File: config.mk
export PLATFORM = sky130hd
export DESIGN_NAME = ring_matcher
export DESIGN_NICKNAME = d
export VERILOG_FILES = /design/src/rtl/ring_matcher.sv
export SDC_FILE = /design/constraint.sdc
export NUM_CORES = 2
export LEC_CHECK = 0
export BUFFER_PORTS_ARGS = -buffer_cell sky130_fd_sc_hd__buf_2
export CAP_MARGIN = 20
export CORE_ASPECT_RATIO = 1.2
export CORE_MARGIN = 4
export CORE_UTILIZATION = 45
export CTS_BUF_LIST = sky130_fd_sc_hd__clkbuf_16
export DETAILED_ROUTE_END_ITERATION = 12
export PLACE_DENSITY_LB_ADDON = 0.05
export SLEW_MARGIN = 40
export SYNTH_ARGS = -nofsm -noshare
export SYNTH_HDL_FRONTEND = slang
export SYNTH_SLANG_ARGS = --single-unit
File: constraint.sdc
create_clock -name clk -period 9.6 [get_ports clk]
set_input_delay 1.92 -clock clk [delete_from_list [all_inputs] [get_ports clk]]
set_output_delay 1.92 -clock clk [all_outputs]
set_load 0.02 [all_outputs]
File: src/rtl/ring_matcher.sv
// ring_matcher: flow-tracking ring of DEPTH records. Each accepted key either hits a
// resident record (its packet count goes up) or installs a new record at wr_ptr. A
// record displaced by an install, or drained by a flush, leaves through a one-entry
// output register.
module ring_matcher #(
    parameter int unsigned DEPTH = 16
) (
    input  logic                   clk,
    input  logic                   rst_n,
    input  logic                   in_valid,
    output logic                   in_ready,
    input  logic [31:0]            in_key,
    input  logic                   flush,
    output logic                   out_valid,
    input  logic                   out_ready,
    output logic [52:0]            out_slot,
    output logic                   flush_done,
    output logic [$clog2(DEPTH):0] occupancy
);

    localparam int unsigned PtrW = $clog2(DEPTH);
    localparam logic [PtrW-1:0] PtrOne  = PtrW'(1);
    localparam logic [PtrW-1:0] LastIdx = PtrW'(DEPTH - 1);
    localparam logic [PtrW:0]   OccOne  = (PtrW + 1)'(1);

    typedef struct packed {
        logic        valid;
        logic [15:0] nof;
        logic [3:0]  mf;
        logic [31:0] key;
    } slot_t;

    typedef enum logic [1:0] {StRun, StFlush, StDone} state_e;

    slot_t           slots_q [DEPTH];
    slot_t           slots_d [DEPTH];
    logic [PtrW-1:0] wr_ptr_q, wr_ptr_d;
    logic [PtrW-1:0] scan_ptr_q, scan_ptr_d;
    state_e          state_q, state_d;
    logic            out_valid_q, out_valid_d;
    slot_t           out_slot_q, out_slot_d;
    logic [PtrW:0]   occ_q, occ_d;

    logic             out_free;
    logic             accept;
    logic             hit;
    logic [DEPTH-1:0] hit_vec;

    // The output register can take a new record when empty or being consumed.
    assign out_free   = !out_valid_q || out_ready;
    assign in_ready   = rst_n && (state_q == StRun) && out_free;
    assign accept     = in_valid && in_ready;
    assign out_valid  = out_valid_q;
    assign out_slot   = out_slot_q;
    assign occupancy  = occ_q;
    // Drain is complete once the last flushed record has left the output register.
    assign flush_done = (state_q == StDone) && !out_valid_q;

    // Parallel key compare against every valid slot; keys are unique, so at most one hit.
    always_comb begin
        hit_vec = '0;
        for (int i = 0; i < DEPTH; i++) begin
            hit_vec[i] = slots_q[i].valid && (slots_q[i].key == in_key);
        end
    end
    assign hit = |hit_vec;

    // Next-state for ring contents, pointers, output register and FSM.
    always_comb begin
        slots_d     = slots_q;
        wr_ptr_d    = wr_ptr_q;
        scan_ptr_d  = scan_ptr_q;
        state_d     = state_q;
        out_valid_d = out_valid_q && !out_ready;
        out_slot_d  = out_slot_q;
        occ_d       = occ_q;

        case (state_q)
            StRun: begin
                if (accept) begin
                    // Age every valid slot; the hit slot instead counts the packet.
                    for (int i = 0; i < DEPTH; i++) begin
                        if (slots_q[i].valid) begin
                            if (hit_vec[i]) begin
                                if (slots_q[i].nof != 16'hFFFF) begin
                                    slots_d[i].nof = slots_q[i].nof + 16'd1;
                                end
                                slots_d[i].mf = 4'd0;
                            end else if (slots_q[i].mf != 4'hF) begin
                                slots_d[i].mf = slots_q[i].mf + 4'd1;
                            end
                        end
                    end
                    if (!hit) begin
                        // Victim leaves with its pre-update contents.
                        if (slots_q[wr_ptr_q].valid) begin
                            out_valid_d = 1'b1;
                            out_slot_d  = slots_q[wr_ptr_q];
                        end else begin
                            occ_d = occ_q + OccOne;
                        end
                        slots_d[wr_ptr_q] = '{valid: 1'b1, nof: 16'd1, mf: 4'd0, key: in_key};
                        wr_ptr_d          = wr_ptr_q + PtrOne;
                    end
                end
                if (flush) begin
                    state_d    = StFlush;
                    scan_ptr_d = '0;
                end
            end
            StFlush: begin
                if (out_free) begin
                    if (slots_q[scan_ptr_q].valid) begin
                        out_valid_d          = 1'b1;
                        out_slot_d           = slots_q[scan_ptr_q];
                        slots_d[scan_ptr_q]  = '0;
                        occ_d                = occ_q - OccOne;
                    end
                    scan_ptr_d = scan_ptr_q + PtrOne;
                    if (scan_ptr_q == LastIdx) begin
                        state_d = StDone;
                    end
                end
            end
            StDone: begin
                if (!out_valid_q) begin
                    wr_ptr_d = '0;
                    state_d  = StRun;
                end
            end
            default: state_d = StRun;
        endcase
    end

    // State registers; reset drops every record and any pending output.
    always_ff @(posedge clk or negedge rst_n) begin
        if (!rst_n) begin
            for (int i = 0; i < DEPTH; i++) begin
                slots_q[i] <= '0;
            end
            wr_ptr_q    <= '0;
            scan_ptr_q  <= '0;
            state_q     <= StRun;
            out_valid_q <= 1'b0;
            out_slot_q  <= '0;
            occ_q       <= '0;
        end else begin
            slots_q     <= slots_d;
            wr_ptr_q    <= wr_ptr_d;
            scan_ptr_q  <= scan_ptr_d;
            state_q     <= state_d;
            out_valid_q <= out_valid_d;
            out_slot_q  <= out_slot_d;
            occ_q       <= occ_d;
        end
    end

endmodule

# Word level (Yosys, flattened, before mapping)
# Index checks and enable logic that the tools add are counted.
# classes
add_sub_neg,36
order_cmp,4
eq_ne,60
mux,158
bitwise_logic,4
reduce_logical,37
# ops
op,n
two-way mux 848 bit,4
case mux 848 bit (2 select lines),1
two-way mux 20 bit,48
bitwise AND 848 bit,1
bitwise mux 848 bit,1
inverter 848 bit,1
two-way mux 53 bit,11
== test 32 bit,16
two-way mux 16 bit,32
binary-select mux 53 bit (select 4 bit),2
demux 53 bit (select 4 bit),2
adder 16 x 1 -> 16 bit (second input constant),16
!= test 16 bit (second input constant),16
two-way mux 4 bit,37
case mux 53 bit (2 select lines),1
adder 4 x 1 -> 4 bit (second input constant),18
!= test 4 bit (second input constant),16
two-way mux 5 bit,5
logical AND 1 bit,23
!= test 2 bit (second input constant),8
case mux 4 bit (2 select lines),2
OR reduction 16 bit,1
AND reduction 4 bit,3
AND reduction 6 bit,2
20 further kinds,32
# word_totals
register_bits,917
out_inout_bits,61
wordCells,372

# Depth between registers and ports, before layout
# logic_depth
depth_word,10
ltp_mapped,16
ltp_nobuf,10

# Least setup slack after synthesis
# Ideal clock, no wire load.
# synth_timing
path_kind,input-to-reg
from,input in_key[6]
to,register occ_q[2] (netlist: occupancy[2])
setup_time_ps,125
arrival_time_ps,4798
setup_slack_ps,4677
stages,15
path_buffers,6
cell_sequence,clkbuf_1 -> buf_2 -> xor2_1 -> nor4_1 -> nand2_1 -> or4_1 -> buf_2 -> nor4b_1 -> and4b_1 -> buf_6 -> buf_6 -> a21oi_1 -> or2_2 -> buf_2 -> mux2_2
# synth_between
elab_chain_len,5
elab_cells_between_ends,35
cone_classes,17 x eq/ne; 18 x reduce/logical
# synth_lines
item,line,source
start: declaration,12,"input logic [31:0] in_key,"
== test 32 bit,63,hit_vec[i] = slots_q[i].valid && (slots_q[i].key == in_key);
logical AND 1 bit,63,
OR reduction 16 bit *,66,assign hit = |hit_vec;
!= test 2 bit (no source line) *,n/a,
AND reduction 6 bit (no source line) *,n/a,
end signal: assignment,146,occ_q <= '0;
end signal: assignment,154,occ_q <= occ_d;
end: declaration,42,"logic [PtrW:0] occ_q, occ_d;"
# Mark *: on every way between the ends. The rest lies on a longest branch, timed or not.
# A chain may end at the register's enable or synchronous reset.

# Worst setup path after layout
# layout_timing
from,input in_key[22]
to,register slots_q[700] in the netlist's numbering
# layout_between
elab_chain_len,5
elab_cells_between_ends,35
cone_classes,17 x eq/ne; 18 x reduce/logical
# layout_lines
item,line,source
== test 32 bit,63,
logical AND 1 bit,63,
OR reduction 16 bit *,66,
!= test 2 bit (no source line) *,n/a,
AND reduction 5 bit (no source line) *,n/a,
end signal: assignment,148,slots_q <= slots_d;
end: declaration,35,slot_t slots_q [DEPTH];
# Marked as above.

==> impl_metrics.toml <==
[critical_path]
r2r_cells = 12
rr_startpoint = "slots_q[605]"
path_class = "in -> reg"
required_ns = 10.29
critPathCaptureType = "flip-flop"
reg2reg_setup_slack_ns = 3.81
cp-start-kind = "input pin"
reg2reg_to = "slots_q[700]"
worstPathArrival_ns = 7.69
path_max_fanout = 24

[sta]
finalSetupViolCount = 0
slew_headroom = 0.290
worst_pin_slew_ns = 1.06
rsz0062_at_grt = "false"
fin_tns_setup_ns = 0
clock.fmax_mhz = 143
final.period_utilization = 0.729
hold_viol_final = 0
slew_viol_final = 0
clock_skew_ns = 0.0366
timing.final.crit_period_ns = 7.00

[clock_network]
holdBufCountCts = 0
clock_tree.root_cell = "clkbuf_16"
post_cts_buffers = 0
cts_resized = 0
clk_latency_ns = 0.77
cts_tree = "built"
clock_tree.buffer_depth = 3
clk_pin_slew_ns = 0.06
cts_max_level = 3
cts_made_buffers = 107
clkSinkCount = 917

[die]
rows = 148
die_y_um = 412
die_area_um2 = 142000
dieWidth_um = 345
start_util = 0.452
pin_count = 98
core-area_um2 = 135000

[outcome]
outcome = "finished clean"

[global_routing]
grt_overflow = 0
grt_pass1_vias = 49900
grt_pass1_wl_um = 430000
grt_use_total = 0.438
antenna_found_initial = 16
grt_max_degree = 98

[placed_design]
place.detailed.hpwl_um = 227000
gp_congestion = 1.11
io_buffer_count = 97

[routing]
drt-initial-drc-count = 6885
drcViolationCount = 0
avgRoutedWirePerCell_um = 43.3
num_vias = 53700
ant_nets = 0
vias_per_cell = 7.41
drt-pass1-iter-count = 6
wirelength_um = 314000

[pwr]
p_per_area_nw_per_um2 = 277
finalPower_uw = 18700
p_leak_uw = 0.0276
vdd_drop_max_mv = 0.248

[run]
drv_cap = 0

[layout]
drive_gt1_frac = 0.209
seqCellArea_um2 = 23000
fill_cells = 12300
layout_common_cells = "dfrtp_1, a22o_1, mux4_2"
area_growth_pct = 10.0
multi_input_area_um2 = 36200
final_core_util = 0.498
final_common_cell = "dfrtp_1"
nets = 5440

[synth]
ys_types = 93
synth_edf_count = 0
syn-num-nets = 5602
syn_inst = 5521
ys_warn_count = 0
syn_area_um2 = 61200
ys.flop_type = "dfrtp_1"
async_flop_share = 1.00
ys_seq_area_frac = 0.375
synth_seq_cells = 917
synth.avg_cell_area_um2 = 11.1

[hold_path]
holdCritPathClass = "reg -> reg"
whs_path_depth = 1
holdPathEnd = "occupancy[4]"
min_from = "occupancy[4]"
[metrics by stage]
stage | hold slack, ns | instance area [um^2] | setup WS, ns | std cells
floorplan | 0.474 | 61200 | 4.68 | 5521
global placement | 0.444 | 63200 | 1.96 | 7035
detailed placement | 0.452 | 63800 | 2.19 | 7047
CTS | 0.469 | 67100 | 2.98 | 7244
global route | 0.502 | 67300 | 2.71 | 7247
finish | 0.459 | 67400 | 2.60 | 7254
[worst max path at each step]
stage / end / from / slack, ns
after floorplan: occupancy[2] / in_key[6] / 4.68
after global placement: slots_q[690] / in_key[30] / 1.96
after detailed placement: slots_q[699] / in_key[22] / 2.19
after CTS: slots_q[696] / in_key[22] / 2.98
after global routing: slots_q[706] / in_key[22] / 2.71
final: slots_q[700] / in_key[22] / 2.60
[metal layers]
layer | global-route usage | up-vias | part of all wire
li1 | - | 21200 | -
met5 | 0 | - | 0.00028
met1 | 0.528 | 28100 | 0.35
met4 | 0.405 | 12 | 0.12
met3 | 0.0805 | 974 | 0.080
met2 | 0.664 | 3488 | 0.44
[worst max-delay path, cell delays in order]
cell      delay (ns)
buf_2           0.34
xnor2_1         0.88
nand4_1         0.52
nor4_1          0.71
nand4_1         0.61
and4_1          0.47
and4_1          0.45
buf_4           0.33
a31oi_1         0.18
buf_4           0.22
nand2b_2        0.47
buf_4           0.34
a22o_1          0.17
[cells by family (layout without fill, tap and decap cells)]
logic type                 after synthesis  after routing  synth area share
and+or+nand+nor                       1375           1375             0.118
buffers and inverters                  626            552            0.0440
muxes                                  612            612             0.208
AOI/OAI and AO/OA                     1446           1446             0.174
xor gates and xnor gates               501            501            0.0718
other                                    0              7                 0
DFF                                    917            917             0.375
adders and majority gates               44             44           0.00911
[power breakdown]
| group | total (uW) | internal [uW] | switching (uW) | leakage (uW) |
|---|---|---|---|---|
| logic | 8470 | 3280 | 5190 | 0.0133 |
| registers | 6140 | 4650 | 1500 | 0.0126 |
| clock network | 4060 | 2190 | 1870 | 0.00172 |
| total | 18700 | 10100 | 8560 | 0.0276 |
[final cells by class]
class | count | area share
multi-input cells | 3978 | 0.538
clock buffers | 107 | 0.0398
clock inverters | 90 | 0.00962
well taps | 1800 | 0.0334
flip-flops and latches | 917 | 0.341
diodes | 7 | 0.000260
repair buffers | 271 | 0.0333
inverters | 84 | 0.00468
[registers in the layout, summed over array words and instances (netlist names)]
register	count
out_valid	1
occupancy	5
out_slot	53
scan_ptr_q	4
state_q	2
slots_q	848
wr_ptr_q	4
[Yosys cell counts, types with 84 or more instances]
master	n	area (um^2)
xnor2_1	162	1420
nand4_1	127	795
clkbuf_1	310	1160
a21oi_1	191	956
a31oi_1	137	857
and3_1	86	538
nor4_1	127	795
nand3_1	183	916
xor2_1	338	2960
buf_2	142	711
nor2_1	180	676
a22o_1	533	4670
mux4_2	529	11900
dfrtp_1	917	22900
inv_1	84	315
o21ai_0	231	1160
nand2_1	346	1300
Power figures use the tool's default switching activity.
